===== src/rtl/serial_subtractor_if.sv =====
// Handshake and result bundle for serial_subtractor: operands and start in, status and result out.
interface serial_subtractor_if #(parameter int WIDTH = 8);
  logic             start;
  logic [WIDTH-1:0] a;
  logic [WIDTH-1:0] b;
  logic             ready;
  logic             busy;
  logic             done;
  logic [WIDTH-1:0] diff;
  logic             borrow_out;
  logic             overflow;

  modport master (
    output start, a, b,
    input  ready, busy, done, diff, borrow_out, overflow
  );

  modport slave (
    input  start, a, b,
    output ready, busy, done, diff, borrow_out, overflow
  );
endinterface


===== src/rtl/serial_subtractor.sv =====
// Bit-serial a - b, LSB first, one full-subtractor cell plus a borrow flop.
// Define SERIAL_SUB_OVERFLOW_EN to build the signed-overflow flag; otherwise overflow is tied to 0.
//
// state | meaning
// IDLE  | waiting for start, ready=1, result held
// SHIFT | one bit per cycle for WIDTH cycles, busy=1, start ignored
// DONE  | one-cycle done pulse, ready=1, start accepted back-to-back
module serial_subtractor #(
  parameter int WIDTH = 8
) (
  input logic            clk,
  input logic            rst_n,
  serial_subtractor_if.slave bus
);

  localparam int CW = $clog2(WIDTH);

  typedef enum logic [1:0] {
    IDLE  = 2'd0,
    SHIFT = 2'd1,
    DONE  = 2'd2
  } state_t;

  state_t           state;
  logic [WIDTH-1:0] a_sr;
  logic [WIDTH-1:0] b_sr;
  logic [WIDTH-1:0] res_sr;
  logic [WIDTH-1:0] diff_q;
  logic [CW-1:0]    cnt;
  logic             br;
  logic             ready_q;
  logic             busy_q;
  logic             done_q;
  logic             borrow_q;

  logic accept;
  logic last;
  logic d_bit;
  logic br_next;

  assign accept  = ready_q & bus.start;
  assign last    = (state == SHIFT) && (cnt == CW'(WIDTH - 1));
  assign d_bit   = a_sr[0] ^ b_sr[0] ^ br;
  assign br_next = (~a_sr[0] & b_sr[0]) | (~(a_sr[0] ^ b_sr[0]) & br);

  always_ff @(posedge clk or negedge rst_n) begin
    if (!rst_n) begin
      state    <= IDLE;
      a_sr     <= '0;
      b_sr     <= '0;
      res_sr   <= '0;
      diff_q   <= '0;
      cnt      <= '0;
      br       <= 1'b0;
      ready_q  <= 1'b1;
      busy_q   <= 1'b0;
      done_q   <= 1'b0;
      borrow_q <= 1'b0;
    end else begin
      case (state)
        IDLE, DONE: begin
          done_q <= 1'b0;
          if (accept) begin
            a_sr    <= bus.a;
            b_sr    <= bus.b;
            br      <= 1'b0;
            cnt     <= '0;
            state   <= SHIFT;
            ready_q <= 1'b0;
            busy_q  <= 1'b1;
          end else begin
            state <= IDLE;
          end
        end
        SHIFT: begin
          a_sr   <= a_sr >> 1;
          b_sr   <= b_sr >> 1;
          res_sr <= {d_bit, res_sr[WIDTH-1:1]};
          br     <= br_next;
          cnt    <= cnt + CW'(1);
          // The final bit goes straight into diff so the result lands on the completion edge.
          if (last) begin
            state    <= DONE;
            done_q   <= 1'b1;
            ready_q  <= 1'b1;
            busy_q   <= 1'b0;
            diff_q   <= {d_bit, res_sr[WIDTH-1:1]};
            borrow_q <= br_next;
          end
        end
        default: begin
          state   <= IDLE;
          ready_q <= 1'b1;
          busy_q  <= 1'b0;
          done_q  <= 1'b0;
        end
      endcase
    end
  end

  assign bus.ready      = ready_q;
  assign bus.busy       = busy_q;
  assign bus.done       = done_q;
  assign bus.diff       = diff_q;
  assign bus.borrow_out = borrow_q;

`ifdef SERIAL_SUB_OVERFLOW_EN
  logic sign_a;
  logic sign_b;
  logic ovf_q;

  // The final d_bit is the result MSB, compared against the captured operand signs.
  always_ff @(posedge clk or negedge rst_n) begin
    if (!rst_n) begin
      sign_a <= 1'b0;
      sign_b <= 1'b0;
      ovf_q  <= 1'b0;
    end else begin
      if (accept) begin
        sign_a <= bus.a[WIDTH-1];
        sign_b <= bus.b[WIDTH-1];
      end
      if (last) begin
        ovf_q <= (sign_a != sign_b) && (d_bit != sign_a);
      end
    end
  end

  assign bus.overflow = ovf_q;
`else
  assign bus.overflow = 1'b0;
`endif

endmodule


===== src/flat_wrapper.sv =====
// flat-port wrapper written by rule: the top's interface ports become plain ports
module serial_subtractor_flat 
#(
  parameter int WIDTH = 8
)
  (clk, rst_n, bus_start, bus_a, bus_b, bus_ready, bus_busy, bus_done, bus_diff, bus_borrow_out, bus_overflow);
  serial_subtractor_if #(.WIDTH(WIDTH)) bus_i ();
  input logic clk;
  input logic rst_n;
  input wire logic [$bits(bus_i.start)-1:0] bus_start;
  input wire logic [$bits(bus_i.a)-1:0] bus_a;
  input wire logic [$bits(bus_i.b)-1:0] bus_b;
  output wire logic [$bits(bus_i.ready)-1:0] bus_ready;
  output wire logic [$bits(bus_i.busy)-1:0] bus_busy;
  output wire logic [$bits(bus_i.done)-1:0] bus_done;
  output wire logic [$bits(bus_i.diff)-1:0] bus_diff;
  output wire logic [$bits(bus_i.borrow_out)-1:0] bus_borrow_out;
  output wire logic [$bits(bus_i.overflow)-1:0] bus_overflow;
  assign bus_i.start = bus_start;
  assign bus_i.a = bus_a;
  assign bus_i.b = bus_b;
  assign bus_ready = bus_i.ready;
  assign bus_busy = bus_i.busy;
  assign bus_done = bus_i.done;
  assign bus_diff = bus_i.diff;
  assign bus_borrow_out = bus_i.borrow_out;
  assign bus_overflow = bus_i.overflow;
  serial_subtractor #(.WIDTH(WIDTH)) u_core (.clk(clk), .rst_n(rst_n), .bus(bus_i));
endmodule

===== config.mk =====
export PLATFORM = sky130hd
export DESIGN_NAME = serial_subtractor_flat
export DESIGN_NICKNAME = d
export VERILOG_FILES = /design/src/rtl/serial_subtractor_if.sv /design/src/rtl/serial_subtractor.sv /design/src/flat_wrapper.sv
export SDC_FILE = /design/constraint.sdc
export NUM_CORES = 1
export LEC_CHECK = 0
export BUFFER_PORTS_ARGS = -buffer_cell sky130_fd_sc_hd__buf_2
export CAP_MARGIN = 20
export CORE_ASPECT_RATIO = 0.5
export CORE_MARGIN = 1
export CORE_UTILIZATION = 50
export CTS_BUF_LIST = sky130_fd_sc_hd__clkbuf_4 sky130_fd_sc_hd__clkbuf_8
export CTS_CLUSTER_SIZE = 20
export DETAILED_ROUTE_END_ITERATION = 12
export PLACE_DENSITY = 0.72
export SYNTH_ARGS = -nofsm -noshare
export SYNTH_HDL_FRONTEND = slang
export SYNTH_SLANG_ARGS = --single-unit

===== constraint.sdc =====
create_clock -name clk -period 3.62 [get_ports clk]
set_input_delay 0.362 -clock clk [delete_from_list [all_inputs] [get_ports clk]]
set_output_delay 0.362 -clock clk [all_outputs]
set_load 0.02 [all_outputs]

---- Yosys cells after proc, flatten, opt, wreduce, memory -nomap -nowiden ----
Index checks and enable logic that the tools add are counted.
storage, ports and cells
  register bits ........................... 42
  input port bits ......................... 19
  output and inout bits ................... 13
  word-level logic and storage cells ...... 49
operators by class
  $add $sub $neg .......................... 1
  equal/unequal tests ..................... 5
  muxes and demuxes ....................... 17
  bitwise logic cells ..................... 8
  reduce and logical (&&, ||, !) cells .... 7
operator list
  kind                 count
  $pmux 8 s2           2
  $mux 8               2
  $mux 1               6
  $pmux 1 s2           3
  $pmux 3 s2           1
  $reduce_and 2->1     3
  $ne 2x1->1 const B   2
  $pmux 2 s2           1
  $add 3x1->3 const B  1
  $and 1x1->1          3
  $eq 3x3->1 const B   1
  $mux 3               1
  $eq 2x1->1 const B   1
  $eq 2x2->1 const B   1
  $logic_not 2->1      1
  $mux 2               1
  $not 1->1            2
  $reduce_bool 2->1    1
  $reduce_or 2->1      1
  $xor 1x1->1          2
  $logic_and 1x1->1    1
  $or 1x1->1           1

---- Logic depth before layout (Yosys ltp) ----
Gate-level depths: netlist of the first run.
  depth in word-level cells ............... 5
  mapped depth ............................ 6
  mapped depth without buffers ............ 5

---- Least setup slack after synthesis of the first run ----
OpenSTA, ideal clock, no wires.
  path kind ............................... register to register
  start point ............................. register u_core.cnt[0]
  end point ............................... register u_core.diff_q[1], in the netlist u_core.bus.diff[1]
  library setup time ...................... 0.125 ns
  arrival time ............................ 1.333 ns
  required time ........................... 3.495 ns
  path slack .............................. 2.162 ns
  stages on the path, launching flop included .. 6
  path buffers ............................ 1
  clock period less this slack ............ 1.458 ns
  cell sequence ........................... dfrtp_1 -> ha_1 -> ha_1 -> nand3b_4 -> buf_6 -> mux2_4
on the way
  longest elaborated chain between the ends .. 3
RTL lines
  item                        line                     text
  start: declaration          serial_subtractor.sv:29  logic [CW-1:0] cnt;
  start signal: assignment    serial_subtractor.sv:80  cnt <= cnt + CW'(1);
  $eq 3x3->1                  serial_subtractor.sv:42  assign last = (state == SHIFT) && (cnt == CW'(WIDTH - 1));
  $logic_and 1x1->1           serial_subtractor.sv:42
  $reduce_and 2->1 (no line)  n/a
  end signal: assignment      serial_subtractor.sv:87  diff_q <= {d_bit, res_sr[WIDTH-1:1]};
  end: declaration            serial_subtractor.sv:28  logic [WIDTH-1:0] diff_q;
Every way passes these cells.
A chain may end at the register's enable or synchronous reset.

---- Worst setup path in the final report of the first run ----
  start point ............................. register u_core.done_q, in the netlist u_core.bus.done
  end point ............................... output bus_done
RTL lines
  item                      line                     text
  start: declaration        serial_subtractor.sv:33  logic done_q;
  start signal: assignment  serial_subtractor.sv:57  done_q <= 1'b0;
  start signal: assignment  serial_subtractor.sv:62  done_q <= 1'b0;
  start signal: assignment  serial_subtractor.sv:84  done_q <= 1'b1;
  end: declaration          flat_wrapper.sv:15       output wire logic [$bits(bus_i.done)-1:0] bus_done;
No word-level cell between the ends.

==> results of run 1 <==
-- flip-flops by register name, indices dropped and copies added, names as in the netlist --
signal	cells
u_core.res_sr	7
u_core.state	1
u_core.cnt	3
u_core.b_sr	8
u_core.bus.ready	1
u_core.a_sr	8
u_core.bus.diff	8
u_core.bus.busy	1
u_core.bus.borrow_out	1
u_core.bus.done	1
u_core.br	1
-- worst paths after layout --
check | cells past startpoint | to
setup / recovery | 1 | bus_done
hold / removal | 1 | u_core.bus.diff[2]
setup reg to reg | 2 | u_core.res_sr[7]
hold reg to reg | 1 | u_core.cnt[0]
max in group asynchronous | 1 | u_core.a_sr[4]
min in group clk | 3 | u_core.a_sr[7]
-- cell usage in the layout (no fill, tap or decap), types with 2 or more instances in the layout --
cell type and instances:
a21oi_1 15, mux2_2 7, clkbuf_8 7, mux2i_1 14
dfrtp_1 39, inv_1 6, mux2_4 8, o21ai_0 4
o22ai_1 4, ha_1 2, o21ai_1 2, nand2_1 9
and3_1 14, buf_2 30, a211oi_1 13
-- synthesized netlist by cell type --
cell type and number:
dfrtp_1 39, a21oi_1 15, and3_1 14, mux2i_1 14
a211oi_1 13, nand2_1 9, mux2_4 8, mux2_2 7
inv_1 6, buf_6 5, o21ai_0 4, o22ai_1 4
buf_2 3, buf_4 3, clkbuf_1 2, ha_1 2
o21ai_1 2, a211oi_2 1, and3b_1 1, clkbuf_2 1
conb_1 1, dfstp_2 1, fa_1 1, nand2_2 1
nand2b_4 1, nand3b_1 1, nand3b_4 1, nor2_1 1
o31ai_1 1
-- power groups by stage --
stage / clock, mW / sequential, mW / combinational [mW]
finish: 0.393 / 0.870 / 0.762
global route: 0.419 / 0.902 / 0.853
CTS: 0.404 / 0.871 / 0.770
detailed placement: 0 / 0.875 / 0.765
global placement: 0 / 0.874 / 0.737
floorplan: 0 / 0.867 / 0.613
-- cell families (layout without fill, tap and decap cells) --
family	after synthesis	after routing	synth area share (%)
muxes	29	29	17.4
DFF	40	40	51.4
buffers and inverters	20	45	6.61
adders and majority gates	3	3	2.31
AOI/OAI and AO/OA	40	40	12.7
other	1	1	0.192
and+or+nand+nor	29	29	9.31
-- metrics by stage --
step	worst slack [ns]	util (%)	std cells	instance area (sq um)	hold slack [ns]
floorplan	2.16	-	162	1950	0.0664
global placement	1.82	57.6	230	2060	0.478
detailed placement	1.79	57.6	230	2060	0.486
CTS	1.72	61.1	238	2190	0.213
global route	1.65	61.1	238	2190	0.254
finish	1.73	61.1	238	2190	0.184
-- area by class of cell --
type | instances | area share [%]
repair buffers | 31 | 7.20
inverters | 6 | 1.03
well taps | 51 | 2.91
clock inverters | 1 | 1.37
clock buffers | 7 | 4.40
flip-flops and latches | 40 | 45.8
multi-input cells | 102 | 37.3
-- per-layer routing --
| layer | vias to the layer above | global-route usage (%) |
|---|---|---|
| li1 | 631 | - |
| met1 | 612 | 26.4 |
| met2 | 21 | 29.6 |
| met3 | 2 | 6.11 |
| met4 | 0 | 5.81 |
| met5 | - | 0 |
==> summary.md, run 1 <==
| Metric | Value |
|---|---|
| Fmax | `530 MHz` |
| Final Cycle Share | `52.1%` |
| Worst R2R Setup Slack | `1.78 ns` |
| GR Overflow Total | `0` |
| Worst IR Drop VDD | `0.495 mV` |
| I/O pin count | `32` |
| #FFs+latches synth | `40` |
| FF+latch area | `1000 sq um` |
| Worst Tran Pin Value | `roughly 0.90 ns` |
| Seq pwr share | `43.0%` |
| Reg2Reg Launch Point | `u_core.bus.done` |
| Die Width | `about 90 microns` |
| Max FO, Critical Path | `19` |
| Via/cell ratio | `around 5.3` |
| Post-Synthesis Cells | `about 160` |
| Met2 wire len | `1500 microns` |
| Slowest cell on crit path | `dfrtp_1` |
| DRC viols | `0` |
| Die height | `46.1 microns` |
| Largest net degree at the start of global routing | `41` |
| Initial Util | `54.3%` |
| CP Data Arrival Time | `about 1.5 ns` |
| Yosys warns | `0` |
| Clock Path Buffers | `2` |
| Critical Path Source | `u_core.bus.done` |
| Area occupied by multi-input gates | `817 sq um` |
| Power per cell area | `925 nW/um^2` |
| Seq/Total Area, Yosys | `51.4%` |
| Inserted Clock Buffers | `5` |
| Outcome | `completed` |
| Share of cells above drive strength 1 | `roughly a third` |
| Req. time, crit path | `3.26 ns` |
| CTS root buffer | `clkbuf_8` |
| M1 WL | `1780 microns` |
| CTS tree | `yes` |
| Diode count | `0` |
| Max cap viols | `0` |
| Hold-fix buffers at CTS | `0` |
| Switch share | `between 30% and 40%` |
| Core Footprint | `3580 sq um` |
| Cts repair resizes | `0` |
| Vias in the first global route | `1192` |
| Wire length on met3 | `147 microns` |
| DPL Wire Length | `between 2000 and 2500 microns` |
| Count of unique library cells instantiated by Yosys | `29` |
| Avg WL per Cell | `around 14 microns` |
| CTS sink count | `40` |
| Final nets | `208` |
| Setup bufs post-CTS | `0` |
| Max Used Layer | `met4` |
| Std cell rows | `15` |
| Mapped Avg Cell Area | `between 10 and 15 sq um` |
| Pleak | `~1.0 nW` |
| Relative slew slack | `between 30% and 40%` |
| Sum Neg Setup Slack | `0 ns` |
| Syn nets | `184` |
| RSZ-0062 raised after global routing | `false` |
| Die area | `4160 sq um` |
| Synth area leader | `dfrtp_1` |
| Routed Antenna Nets | `0` |
| Drt first pass iters | `4` |
| WP buf/inv | `1` |
| Final wirelength | `3440 microns` |
| Clk_lat worst skew | `0.29 ns` |
| Synth top area cells | `dfrtp_1 50%, mux2i_1 7.2%, mux2_4 6.2%` |
| Critical path cell sequence | `buf_2` |
| Area grow syn2layout | `12.4%` |
| Fin Clk Skew | `about 0.0054 ns` |
| IO Port Bufs | `30` |
| DRT iter0 DRCs | `83` |
| Fill count | `just over 300` |
| CTS HTree Levels | `2` |
| Worst-path clk slew | `approximately 0.070 ns` |
| Top cell type's share of synthesized area | `50.1%` |
| Endpoint class of the critical path | `output port` |
| Overall Power | `2.03 mW` |
| Crit-path max cell delay | `between 0.9 and 1 ns` |
| Gpl congestion | `0.714` |
| Final critical-path required period | `1.89 ns` |
| Slew Limit Fails | `0` |
| Sw Pwr | `about 0.73 mW` |
| Comb pwr share | `37.6%` |
| Mapped Area | `1950 sq um` |
| HP Class | `input pin to asynchronous set/reset pin` |
| Final setup fails | `0` |
| Crit path kind | `flop to output port` |
| Int Power | `1.29 mW` |
| Clock network power share | `19.4%` |
| Crit path launch type | `flop` |
| First-pass GRT wire length | `5870 microns` |
| GRT Resource Usage Total | `19.1%` |
| Crit path max-delay family | `flip-flops` |
| Vias | `about 1.3k` |
| Initial antenna violation count | `0` |
| Final number of hold-violating endpoints | `0` |
Power figures use the tool's default switching activity.
==> inputs of run 2 (changes only) <==
- ABC_AREA: unset -> 1
- PLACE_DENSITY: 0.72 -> 0.75
- clock period: 3.62 -> 1.6 ns (I/O delays scaled with it)
==> summary.md, run 2 <==
| Metric | Value |
|---|---|
| Outcome | `completed` |
| Synth top area cells | `dfrtp_1 51%, nand2_1 16%, nand3_1 9.4%` |
| Seq/Total Area, Yosys | `52.4%` |
| Mapped Avg Cell Area | `~9 sq um` |
| Final nets | `267` |
| HP Class | `input pin to flop` |
| DPL Wire Length | `approximately 2300 microns` |
| Post-synth EDFFs | `0` |
| CTS tree | `yes` |
| Fin Clk Skew | `0.00593 ns` |
| Mapped Area | `1910 sq um` |
| Avg WL per Cell | `approximately 12 microns` |
| Via/cell ratio | `approximately 4.8` |
| Yosys warns | `0` |
| Clk_lat worst skew | `just under 0.3 ns` |
| Drt first pass iters | `4` |
| #FFs+latches synth | `40` |
| Syn nets | `around 240` |
| I/O pin count | `32` |
| Overall Power | `4.28 mW` |
| Area grow syn2layout | `14.9%` |
| Fill count | `300` |
| Most common cell in the netlist | `nand2_1` |
| Fmax | `approximately 730 MHz` |
| Routed Antenna Nets | `0` |
| Final Cycle Share | `85.7%` |
| Diode count | `0` |
| Worst-path clk slew | `0.08 ns` |
| IO Port Bufs | `30` |
| Initial antenna violation count | `0` |
| DRT iter0 DRCs | `45` |
| CTS root buffer | `clkbuf_8` |
| CP Data Arrival Time | `1.56 ns` |
| Share of cells above drive strength 1 | `a little under a quarter` |
| GR Overflow Total | `0` |
| Largest net degree at the start of global routing | `53` |
| Sum Neg Setup Slack | `0 ns` |
| Die Width | `89.5 microns` |
| First-pass GRT wire length | `5850 microns` |
| Inserted Clock Buffers | `5` |
| Final wirelength | `3470 microns` |
| Fin util | `62.0%` |
| Synth cell count leaders | `79 x nand2_1, 39 x dfrtp_1, 36 x nand3_1, 16 x inv_1, 10 x o21ai_0` |
| Crit path launch type | `flop` |
| Worst IR Drop VDD | `between 0.7 and 0.8 mV` |
| Synth area leader | `dfrtp_1` |
| Placed Area | `2070 sq um` |
| CTS HTree Levels | `2` |
| Inst Count DP | `288` |
| Setup bufs post-CTS | `0` |
| Count of unique library cells instantiated by Yosys | `19` |
| Final number of hold-violating endpoints | `0` |
| Die height | `45.7 microns` |
| Final critical-path required period | `1.37 ns` |
| Vias | `1434` |
| Setup WS pre-CTS | `~0.24 ns` |
| Most common cell after layout, fill and taps aside | `nand2_1` |
| Top_reg_cell synth | `dfrtp_1` |
| Setup ws final | `0.229 ns` |
| Top cell type's share of synthesized area | `approximately 51%` |
| Post-synth ARST share | `100%` |
| Clock Path Buffers | `2` |
| Fin area | `2200 sq um` |
| Pleak | `1.19 nW` |
| Vias in the first global route | `roughly 1.3k` |
| WHS | `0.114 ns` |
| Endpoint class of the critical path | `flop` |
| Most frequent cells in the layout | `79 x nand2_1, 39 x dfrtp_1, 36 x nand3_1` |
| RSZ-0062 raised after global routing | `false` |
| Max cap viols | `0` |
| CTS sink count | `40` |
| Die area | `4090 sq um` |
| Slew Limit Fails | `0` |
| DRC viols | `0` |
| Crit path kind | `flop to flop` |
| GRT Resource Usage Total | `about a fifth` |
| Std cell rows | `15` |
| Req. time, crit path | `1.79 ns` |
| Final setup fails | `0` |
| Post-Synthesis Cells | `215` |
| Gpl congestion | `0.706` |
| Power per cell area | `1950 nW/um^2` |
| Finished Layout Cells | `297` |
| Core Footprint | `3550 sq um` |
| Initial Util | `between 50% and 60%` |
| Max FO, Critical Path | `18` |
## run 2: worst paths after layout
| path | to | cells past startpoint | slack [ns] | start |
|---|---|---|---|---|
| max in group asynchronous | u_core.b_sr[3] | 3 | 0.79 | rst_n |
| setup reg to reg | u_core.bus.diff[0] | 6 | 0.23 | u_core.cnt[0] |
| hold / removal | u_core.b_sr[7] | 3 | 0.11 | bus_b[7] |
| min in group asynchronous | u_core.b_sr[1] | 2 | 0.34 | rst_n |
| hold reg to reg | u_core.bus.diff[1] | 2 | 0.48 | u_core.bus.diff[1] |
| setup / recovery | u_core.bus.diff[0] | 6 | 0.23 | u_core.cnt[0] |
## run 2: cell type report
| type | count | area [sq um] | share of cell area [%] |
|---|---|---|---|
| clock buffer | 6 | 82.6 | 3.76 |
| inverter | 17 | 66.3 | 3.02 |
| clock inverter | 2 | 38.8 | 1.76 |
| tap | 51 | 63.8 | 2.90 |
| sequential | 40 | 1000 | 45.6 |
| multi-input combinational | 145 | 734 | 33.4 |
| timing repair buffer | 36 | 210 | 9.56 |
## run 2: what timing repair did
item / in CTS / in global routing
hold buffers: 1 / 0
hold endpoints to repair: 16 / 0
gates resized for setup: 0 / 0
## run 2: kinds of logic after synthesis
kind of cell	after synthesis	share of synthesized area, %
other	1	0.196
AO/OA/AOI/OAI	22	7.46
buffers and inverters	30	9.22
adder cells (fa/ha/maj)	3	2.35
AND/OR/NAND/NOR	119	28.4
flip-flops	40	52.4
## run 2: where the power goes
group	total [mW]	internal (mW)	switching, mW
logic	1.71	0.614	1.10
registers	1.70	1.44	0.256
clock network	0.867	0.510	0.357
## run 2: critical path, cell delays in order (launching register included)
cell and delay [ns]:
dfrtp_1 0.40, ha_1 0.21, ha_1 0.23, nand3_4 0.24, inv_1 0.08, nand2_1 0.06
nand2_1 0.04
## run 2: layer usage
layer,track usage (%),part of all wire (%),vias up
li1,-,-,739
met1,27.0,49,661
met2,31.0,45,29
met3,5.62,4.4,5
met4,6.35,0.72,0
met5,0,0,-
==> inputs of run 3 (changes only) <==
- CELL_PAD_IN_SITES_DETAIL_PLACEMENT: unset -> 1
- CELL_PAD_IN_SITES_GLOBAL_PLACEMENT: unset -> 2
- CORE_UTILIZATION: 50 -> 31
- PLACE_DENSITY: 0.75 -> unset
- PLACE_DENSITY_LB_ADDON: unset -> 0.1
==> summary.md, run 3 (synthesized netlist as in run 2, its figures left out) <==
| Metric | Value |
|---|---|
| Clk_lat worst skew | `about 0.28 ns` |
| Crit path launch type | `flop` |
| Fmax | `696 MHz` |
| Outcome | `completed` |
| First-pass GRT wire length | `7460 microns` |
| Final nets | `between 200 and 300` |
| Gpl congestion | `0.680` |
| Final setup fails | `0` |
| Sum Neg Setup Slack | `0 ns` |
| Req. time, crit path | `~1.8 ns` |
| Final number of hold-violating endpoints | `0` |
| Share of cells above drive strength 1 | `23.5%` |
| CTS root buffer | `clkbuf_8` |
| Routed Antenna Nets | `0` |
| Inserted Clock Buffers | `5` |
| Drt first pass iters | `4` |
| Avg WL per Cell | `about 13 microns` |
| Largest net degree at the start of global routing | `53` |
| DRT iter0 DRCs | `56` |
| Vias | `1460` |
| I/O pin count | `32` |
| Die Width | `about 110 microns` |
| Most frequent cells in the layout | `79 x nand2_1, 39 x dfrtp_1, 36 x nand3_1` |
| Final Cycle Share | `89.7%` |
| Initial antenna violation count | `0` |
| Pleak | `roughly 1.2 nW` |
| Die area | `6510 sq um` |
| Fin util | `38.5%` |
| Final wirelength | `4290 microns` |
| Initial Util | `33.5%` |
| Worst-path clk slew | `roughly 0.080 ns` |
| HP Class | `input pin to flop` |
| Most common cell after layout, fill and taps aside | `nand2_1` |
| Std cell rows | `19` |
| IO Port Bufs | `30` |
| Crit path kind | `flop to flop` |
| GR Overflow Total | `0` |
| Power per cell area | `1890 nW/um^2` |
| Diode count | `0` |
| GRT Resource Usage Total | `14.8%` |
| Slew Limit Fails | `0` |
| CTS tree | `yes` |
| Worst R2R Setup Slack | `0.16 ns` |
| Clock Path Buffers | `2` |
| Final critical-path required period | `1.44 ns` |
| Max FO, Critical Path | `18` |
| Endpoint class of the critical path | `flop` |
| Core Footprint | `5710 sq um` |
| CP Data Arrival Time | `roughly 1.6 ns` |
| RSZ-0062 raised after global routing | `false` |
| Fin Clk Skew | `0.00600 ns` |
| Worst IR Drop VDD | `0.758 mV` |
| Die height | `57.6 microns` |
| DPL Wire Length | `2890 microns` |
| CTS HTree Levels | `2` |
| Via/cell ratio | `4.56` |
| Max cap viols | `0` |
| DRC viols | `0` |
| CTS sink count | `40` |
| Area grow syn2layout | `14.8%` |
| Vias in the first global route | `1535` |
[run 3: report_power, final]
| part | leakage [nW] | switching [mW] | total, mW | internal, mW |
|---|---|---|---|---|
| Combinational | 0.619 | 1.13 | 1.73 | 0.596 |
| Clock | 0.0479 | 0.344 | 0.711 | 0.368 |
| Sequential | 0.510 | 0.274 | 1.72 | 1.44 |
| Total | 1.18 | 1.75 | 4.16 | 2.41 |
[run 3: critical path, stage by stage, from the launching register on]
cell and delay (ns):
dfrtp_1 0.40, ha_1 0.21, ha_1 0.24, nand3_4 0.25
inv_1 0.11, nand2_1 0.07, nand2_1 0.05
[run 3: final timing paths]
path | startpoint | endpoint | cells past startpoint
worst max-delay path | u_core.cnt[0] | u_core.bus.diff[0] | 6
worst min-delay path | bus_a[7] | u_core.a_sr[7] | 3
worst max register to register | u_core.cnt[0] | u_core.bus.diff[0] | 6
worst min register to register | u_core.res_sr[1] | u_core.bus.diff[0] | 2
max in group asynchronous | rst_n | u_core.bus.diff[2] | 3
min in group asynchronous | rst_n | u_core.res_sr[1] | 2
[run 3: per-layer routing]
metal / GRT usage [%] / share of wire [%]
met1: 21.1 / 53
met4: 2.26 / 0.23
met5: 0 / 0
met2: 22.9 / 43
met3: 4.14 / 3.6
[run 3: cell type report]
class / instances / area (sq um)
multi-input cells: 145 / 734
flip-flops and latches: 40 / 1000
clock buffers: 7 / 90.1
clock inverters: 1 / 7.51
repair buffers: 37 / 205
inverters: 17 / 66.3
well taps: 73 / 91.3
fillers: 696 / 3510
[run 3: through the flow]
stage / setup WS, ns / total power [mW] / instance area (sq um) / instances / hold WS (ns)
4_1_cts: 0.155 / 4.25 / 2200 / 320 / 0.118
6_report: 0.164 / 4.16 / 2200 / 320 / 0.125
3_3_place_gp: 0.226 / 3.44 / 2090 / 311 / 0.119
3_5_place_dp: 0.175 / 3.49 / 2090 / 311 / 0.127
2_1_floorplan: 0.345 / 3.13 / 1910 / 215 / -0.136
5_1_grt: 0.0718 / 4.55 / 2200 / 320 / 0.140
[run 3: repair_timing]
action	in CTS	in global routing
hold buffers	1	0
gates resized for setup	0	0
setup buffers	0	0
hold endpoints to repair	15	0
